**src/rtl/sum_normalizer_if.sv**
```systemverilog
// Handshake bundle for sum_normalizer: adder result in, normalized mantissa out.
// The master side is the upstream/downstream environment; the slave side is the normalizer.
interface sum_normalizer_if;
  logic        in_valid;
  logic        in_ready;
  logic [12:0] in_sum;
  logic        in_cout;
  logic        out_valid;
  logic        out_ready;
  logic [12:0] out_mant;
  logic [3:0]  out_shift;
  logic        out_ovf;
  logic        out_zero;

  modport master (
    output in_valid, in_sum, in_cout, out_ready,
    input  in_ready, out_valid, out_mant, out_shift, out_ovf, out_zero
  );

  modport slave (
    input  in_valid, in_sum, in_cout, out_ready,
    output in_ready, out_valid, out_mant, out_shift, out_ovf, out_zero
  );
endinterface

```
**src/rtl/sum_normalizer.sv**
```systemverilog
// Left-normalizes a 13-bit adder sum (or right-shifts once on carry-out) with a
// three-state FSM. Define NORM_FASTSKIP_EN to skip four leading zeros per cycle.
module sum_normalizer (
  input  logic             clk,
  input  logic             rst,
  sum_normalizer_if.slave  bus
);

  typedef enum logic [1:0] {IDLE, SHIFT, DONE} state_t;

  state_t      state;
  logic [12:0] mant;
  logic [3:0]  shift;
  logic        ovf;
  logic        zero;

  // Only SHIFT is entered with a non-zero mant and bit 12 clear, so at most
  // 12 positions are ever added to shift and the 4-bit counter cannot wrap.
  // NOTE: all state uses non-blocking assignments so every register samples
  // pre-edge values, independent of statement order within the block.
  always_ff @(posedge clk or posedge rst) begin
    if (rst) begin
      state <= IDLE;
      mant  <= '0;
      shift <= '0;
      ovf   <= 1'b0;
      zero  <= 1'b0;
    end else begin
      case (state)
        IDLE: begin
          if (bus.in_valid) begin
            shift <= '0;
            ovf   <= bus.in_cout;
            zero  <= !bus.in_cout && (bus.in_sum == '0);
            if (bus.in_cout) begin
              mant  <= {1'b1, bus.in_sum[12:1]};
              state <= DONE;
            end else begin
              mant  <= bus.in_sum;
              state <= (bus.in_sum[12] || bus.in_sum == '0) ? DONE : SHIFT;
            end
          end
        end

        SHIFT: begin
`ifdef NORM_FASTSKIP_EN
          if (mant[12:9] == 4'b0000) begin
            mant  <= mant << 4;
            shift <= shift + 4'd4;
            if (mant[8]) state <= DONE;
          end else begin
            mant  <= mant << 1;
            shift <= shift + 4'd1;
            if (mant[11]) state <= DONE;
          end
`else
          mant  <= mant << 1;
          shift <= shift + 4'd1;
          if (mant[11]) state <= DONE;
`endif
        end

        DONE: begin
          if (bus.out_ready) state <= IDLE;
        end

        default: state <= IDLE;
      endcase
    end
  end

  // in_ready drops with rst itself, not one edge later.
  assign bus.in_ready  = (state == IDLE) && !rst;
  assign bus.out_valid = (state == DONE);
  assign bus.out_mant  = mant;
  assign bus.out_shift = shift;
  assign bus.out_ovf   = ovf;
  assign bus.out_zero  = zero;

endmodule
```
**src/flat_wrapper.sv**
```systemverilog
// flat-port wrapper written by rule: the top's interface ports become plain ports
module sum_normalizer_flat 
  (clk, rst, bus_in_valid, bus_in_sum, bus_in_cout, bus_out_ready, bus_in_ready, bus_out_valid, bus_out_mant, bus_out_shift, bus_out_ovf, bus_out_zero);
  sum_normalizer_if bus_i ();
  input  logic clk;
  input  logic rst;
  input wire logic [$bits(bus_i.in_valid)-1:0] bus_in_valid;
  input wire logic [$bits(bus_i.in_sum)-1:0] bus_in_sum;
  input wire logic [$bits(bus_i.in_cout)-1:0] bus_in_cout;
  input wire logic [$bits(bus_i.out_ready)-1:0] bus_out_ready;
  output wire logic [$bits(bus_i.in_ready)-1:0] bus_in_ready;
  output wire logic [$bits(bus_i.out_valid)-1:0] bus_out_valid;
  output wire logic [$bits(bus_i.out_mant)-1:0] bus_out_mant;
  output wire logic [$bits(bus_i.out_shift)-1:0] bus_out_shift;
  output wire logic [$bits(bus_i.out_ovf)-1:0] bus_out_ovf;
  output wire logic [$bits(bus_i.out_zero)-1:0] bus_out_zero;
  assign bus_i.in_valid = bus_in_valid;
  assign bus_i.in_sum = bus_in_sum;
  assign bus_i.in_cout = bus_in_cout;
  assign bus_i.out_ready = bus_out_ready;
  assign bus_in_ready = bus_i.in_ready;
  assign bus_out_valid = bus_i.out_valid;
  assign bus_out_mant = bus_i.out_mant;
  assign bus_out_shift = bus_i.out_shift;
  assign bus_out_ovf = bus_i.out_ovf;
  assign bus_out_zero = bus_i.out_zero;
  sum_normalizer u_core (.clk(clk), .rst(rst), .bus(bus_i));
endmodule
```
**config.mk**
```make
export PLATFORM = sky130hd
export DESIGN_NAME = sum_normalizer_flat
export DESIGN_NICKNAME = d
export VERILOG_FILES = /design/src/rtl/sum_normalizer_if.sv /design/src/rtl/sum_normalizer.sv /design/src/flat_wrapper.sv
export SDC_FILE = /design/constraint.sdc
export NUM_CORES = 1
export LEC_CHECK = 0
export ABC_AREA = 1
export BUFFER_PORTS_ARGS = -buffer_cell sky130_fd_sc_hd__clkbuf_2
export CAP_MARGIN = 5
export CORE_MARGIN = 2
export CORE_UTILIZATION = 53
export DETAILED_ROUTE_END_ITERATION = 8
export PLACE_DENSITY = 0.82
export RECOVER_POWER = 50
export SYNTH_ARGS = -nofsm -noshare
export SYNTH_HDL_FRONTEND = slang
export SYNTH_SLANG_ARGS = --single-unit
export TNS_END_PERCENT = 5
```
**constraint.sdc**
```tcl
create_clock -name clk -period 1.9 [get_ports clk]
set_input_delay 0.19 -clock clk [delete_from_list [all_inputs] [get_ports clk]]
set_output_delay 0.19 -clock clk [all_outputs]
set_load 0.03 [all_outputs]
```
======== Word-level counts from Yosys, hierarchy flattened ========
Index checks and enable logic that the tools add are counted.
cells by class
  $add $sub $neg .......................... 1
  multiply operators ...................... 0
  div/mod/pow operators ................... 0
  $lt $le $gt $ge ......................... 0
  equal/unequal tests ..................... 5
  shift operators ......................... 0
  muxes and demuxes ....................... 11
  bitwise logic cells ..................... 0
  reduce and logical (&&, ||, !) cells .... 11
operators by type and width
  cell                   count
  $mux W13               2
  $pmux W13 S2           1
  $logic_not A13 Y1      1
  $mux W2                5
  $pmux W4 S2            1
  $pmux W2 S3            1
  $add A4 B1 Y4 const B  1
  $mux W4                1
  $ne A2 B2 Y1 const B   2
  $reduce_and A2 Y1      2
  $reduce_and A3 Y1      1
  $eq A2 B1 Y1 const B   1
  $eq A2 B2 Y1 const B   1
  $logic_and A1 B1 Y1    2
  $logic_not A1 Y1       2
  $logic_not A2 Y1       1
  $ne A2 B1 Y1 const B   1
  $reduce_bool A2 Y1     1
  $logic_or A1 B1 Y1     1
storage, ports and cells
  bits in registers ....................... 21
  bits in latches ......................... 0
  bits in writable memories ............... 0
  bits in read-only memories .............. 0
  input port bits ......................... 18
  output and inout bits ................... 21
  word-level logic and storage cells ...... 33
  memories kept ........................... 0

======== Longest topological paths before layout ========
  depth after elaboration ................. 6
  gate-level depth with buffers ........... 7

======== Worst setup path before layout ========
No wires, ideal clock.
  kind .................................... reg2out
  start ................................... register u_core.state[0]
  end ..................................... output bus_in_ready
  data arrival time ....................... 1.024 ns
  required time ........................... 1.710 ns
  setup slack ............................. 0.686 ns
  stages on the path, launching flop included .. 4
  path buffers ............................ 0
  cell sequence ........................... dfrtp_1 nor2_4 inv_1 nor2_1
between the ends
  longest elaborated chain between the ends .. 2
ends and longest elaborated chain
  element                 line                  RTL
  start, declared         sum_normalizer.sv:11  state_t state;
  start signal, assigned  sum_normalizer.sv:40  state <= (bus.in_sum[12] || bus.in_sum == '0) ? DONE : SHIFT;
  $logic_not A2 Y1        sum_normalizer.sv:73  assign bus.in_ready = (state == IDLE) && !rst;
  $logic_and A1 B1 Y1     sum_normalizer.sv:73
  end, declared           flat_wrapper.sv:11    output wire logic [$bits(bus_i.in_ready)-1:0] bus_in_ready;
No other way between the ends.

======== Worst setup path in the final report ========
  start ................................... register u_core.state[1]
  end ..................................... register u_core.mant[1], in the netlist u_core.bus.out_mant[1]
between the ends
  longest elaborated chain between the ends .. 3
ends and longest elaborated chain
  element                                                              line                  RTL
  $eq A2 B1 Y1 / $logic_not A2 Y1 (equally long branches)              sum_normalizer.sv:29  case (state)
  $reduce_bool A2 Y1 (no line) / $ne A2 B2 Y1 (equally long branches)  -
  $reduce_and A2 Y1 (no line)                                          -
  end signal, assigned                                                 sum_normalizer.sv:36  mant <= {1'b1, bus.in_sum[12:1]};
  end signal, assigned                                                 sum_normalizer.sv:39  mant <= bus.in_sum;
  end signal, assigned                                                 sum_normalizer.sv:57  mant <= mant << 1;
  end, declared                                                        sum_normalizer.sv:12  logic [12:0] mant;
Several ways; a longest one is shown, not always the timed one.
A chain may end at the register's enable or synchronous reset.

==> results.sh <==
export IMPL_postCtsHoldBufs=0
export IMPL_peakVddDrop_mv=0.9125
export IMPL_grt_antenna_before_repair=0
export IMPL_synth_net_count=185
export IMPL_cts_tree="done"
export IMPL_ioPinCount=39
export IMPL_cp_max_fo=15
export IMPL_cp_arrival_ns=1.81
export IMPL_crit_top_cell="nand2_1"
export IMPL_yosys_top_cells_count="42 x nand2_1, 23 x o21ai_0, 21 x dfrtp_1, 21 x inv_1, 21 x o21ai_1"
export IMPL_maxSlewViolCount=0
export IMPL_syn_area_per_cell_um2=7.311
export IMPL_ys_flop_type="dfrtp_1"
export IMPL_grt_ovfl_total=0
export IMPL_clock_fmax_ghz=0.6382
export IMPL_clock_latency_ns=0.30
export IMPL_path_class="reg -> reg"
export IMPL_tightest_slew_ns=0.7992
export IMPL_drt_initial_drc_count=45
export IMPL_synthTopCellsByArea="dfrtp_1 43%, nand2_1 13%, o21ai_0 9.5%, o21ai_1 8.7%, inv_1 6.5%"
export IMPL_setup_tns_ns=0
export IMPL_cp_start_kind="register"
export IMPL_firstDrtPassIters=4
export IMPL_synth_cell_types=22
export IMPL_synth_cells=166
export IMPL_maxCapViolations=0
export IMPL_max_stage_delay_ns=0.46
export IMPL_dpl_hpwl_um=2097
export IMPL_powerDensity_nw_per_um2=1438
export IMPL_port_buffers=38
export IMPL_fp_dieW_um=51.86
export IMPL_clockBufferDepth=2
export IMPL_clk_transition_reported_paths_ns=0.12
export IMPL_critPathCaptureType="register"
export IMPL_final_min_clock_period_ns=1.567
export IMPL_area_growth_pct=15.46
export IMPL_final_antenna_net_count=0
export IMPL_grt_pass1_wl_um=4830
export IMPL_post_cts_resized=0
export IMPL_path_cells="inv_2 -> nand2_1 -> inv_2 -> nand2_1 -> nand2_1 -> o21ai_1 -> o21ai_1"
export IMPL_yosys_warnings=0
export IMPL_syn_cell_area_um2=1214
export IMPL_rsz0062_at_grt="no"
export IMPL_rrSetupSlack_ns=0.33
export IMPL_vias=1195
export IMPL_hold_class="in -> async"
export IMPL_via_per_inst=5.196
export IMPL_drc=0
export IMPL_diodes=0
export IMPL_numCtsBuffers=3
export IMPL_yosysTopAreaCell="dfrtp_1"
export IMPL_coreArea_um2=2191
export IMPL_grt_pass1_vias=1160
export IMPL_slew_headroom_pct=46.66
export IMPL_place_gp_congestion=0.9120
export IMPL_initial_utilization_pct=55.40
export IMPL_ctsHtreeMaxLevel=1
export IMPL_wire_per_inst_um=12.25
export IMPL_seq_area_frac_synth_pct=43.30
export IMPL_gr_usage_all_layers_pct=23.91
export IMPL_fin_crit_sh_pct=82.47
export IMPL_r2r_start="u_core.state[1]"
export IMPL_die_h_um=51.86
export IMPL_power_leakage_nw=0.7501
export IMPL_ys_ff_latch=21
export IMPL_synth_top_cell_area_share_pct=43.30
export IMPL_r2r_end="u_core.bus.out_mant[1]"
export IMPL_fin_nets=222
export IMPL_post_cts_setup_buffers=0
export IMPL_grt_max_degree=22
export IMPL_clkSinkCount=21
export IMPL_fin_worst_skew_ns=0.005212
export IMPL_die_area_um2=2689
export IMPL_ys_async_sr_fraction_pct=100.0
export IMPL_status="finished clean"
export IMPL_finalPower_mw=2.015
export IMPL_cp_slowest_cell="dfrtp_1"
export IMPL_required_ns=2.14
export IMPL_crit_start="u_core.state[1]"
export IMPL_synth_edf_count=0
export IMPL_rows=17
export IMPL_cts_root_buf="clkbuf_4"
export IMPL_finalHoldViolCount=0
export IMPL_critPathCapture="u_core.bus.out_mant[1]"
export IMPL_r2r_cells=7
export IMPL_drive_above_1_share_pct=20.30
export IMPL_yosysMostFrequentCell="nand2_1"
export IMPL_setup_viol_count_final=0
export IMPL_routed_wl_um=2817
==> kinds of logic after synthesis <==
logic type      count (synthesis)  synth area share [%]
buf+inv                        30                 11.65
simple gates                   65                 22.78
fa+ha+maj                       1                 1.031
flops                          21                 43.30
compound gates                 48                 20.52
xor+xnor                        1                0.7218
==> critical path, delay by kind of cell, from the launching register on <==
kind	cells	cell delay (ns)
AO/OA/AOI/OAI	2	0.14
buffers and inverters	2	0.47
flip-flops	1	0.46
AND/OR/NAND/NOR	3	0.44
==> worst min-delay path by stage <==
stage	startpoint	to	slack, ns
floorplan	rst	u_core.bus.out_mant[0]	0.17
global placement	rst	u_core.bus.out_zero	0.36
detailed placement	rst	u_core.bus.out_zero	0.39
CTS	rst	u_core.bus.out_zero	0.04
global route	rst	u_core.bus.out_mant[7]	0.08
finish	rst	u_core.bus.out_mant[7]	0.007
==> routing by layer <==
metal	GRT usage, %	part of all wire, %	vias up
met4	11.40	1.3	0
met3	3.161	6.3	6
met2	40.72	48	49
met5	0	0	-
li1	-	-	603
met1	29.65	44	537
==> stage by stage <==
stage	worst slack [ns]	instance area [µm²]	util (%)	hold WS [ns]	cells
global route	0.2271	1401	63.96	0.08397	230
detailed placement	0.5479	1388	63.34	0.3927	226
floorplan	0.6860	1214	-	0.1665	166
CTS	0.4013	1415	64.59	0.03773	230
finish	0.3331	1401	63.96	0.006546	230
global placement	0.6275	1388	63.34	0.3649	226
==> power by group <==
part | switching (mW) | total, mW | internal (mW)
Combinational | 0.795 | 1.08 | 0.283
Sequential | 0.112 | 0.717 | 0.604
Clock | 0.141 | 0.220 | 0.0785
Total | 1.05 | 2.01 | 0.966
==> flip-flops by register name, summed over array words and instances (netlist names) <==
register,cells
u_core.bus.out_zero,1
u_core.state,2
u_core.bus.out_ovf,1
u_core.bus.out_mant,13
u_core.bus.out_shift,4
==> cells in the final DEF (no fill, tap or decap), types with 2 or more instances in the layout <==
| cell type | count |
|---|---|
| nand2_1 | 43 |
| clkbuf_2 | 29 |
| o21ai_0 | 23 |
| inv_1 | 21 |
| o21ai_1 | 21 |
| dfrtp_1 | 21 |
| nor2_1 | 11 |
| clkbuf_1 | 9 |
| nand3_1 | 5 |
| inv_2 | 3 |
| clkbuf_4 | 3 |
| nand2_2 | 2 |
==> cell type report <==
type / count / area (µm²)
fill: 211 / 789.5
multi-input combinational: 115 / 544.3
sequential: 21 / 525.5
timing repair buffer: 38 / 178.9
inverter: 24 / 90.09
tap: 28 / 35.03
clock buffer: 3 / 22.52
clock inverter: 1 / 5.005
No activity file was read; power rests on OpenSTA's default activity.
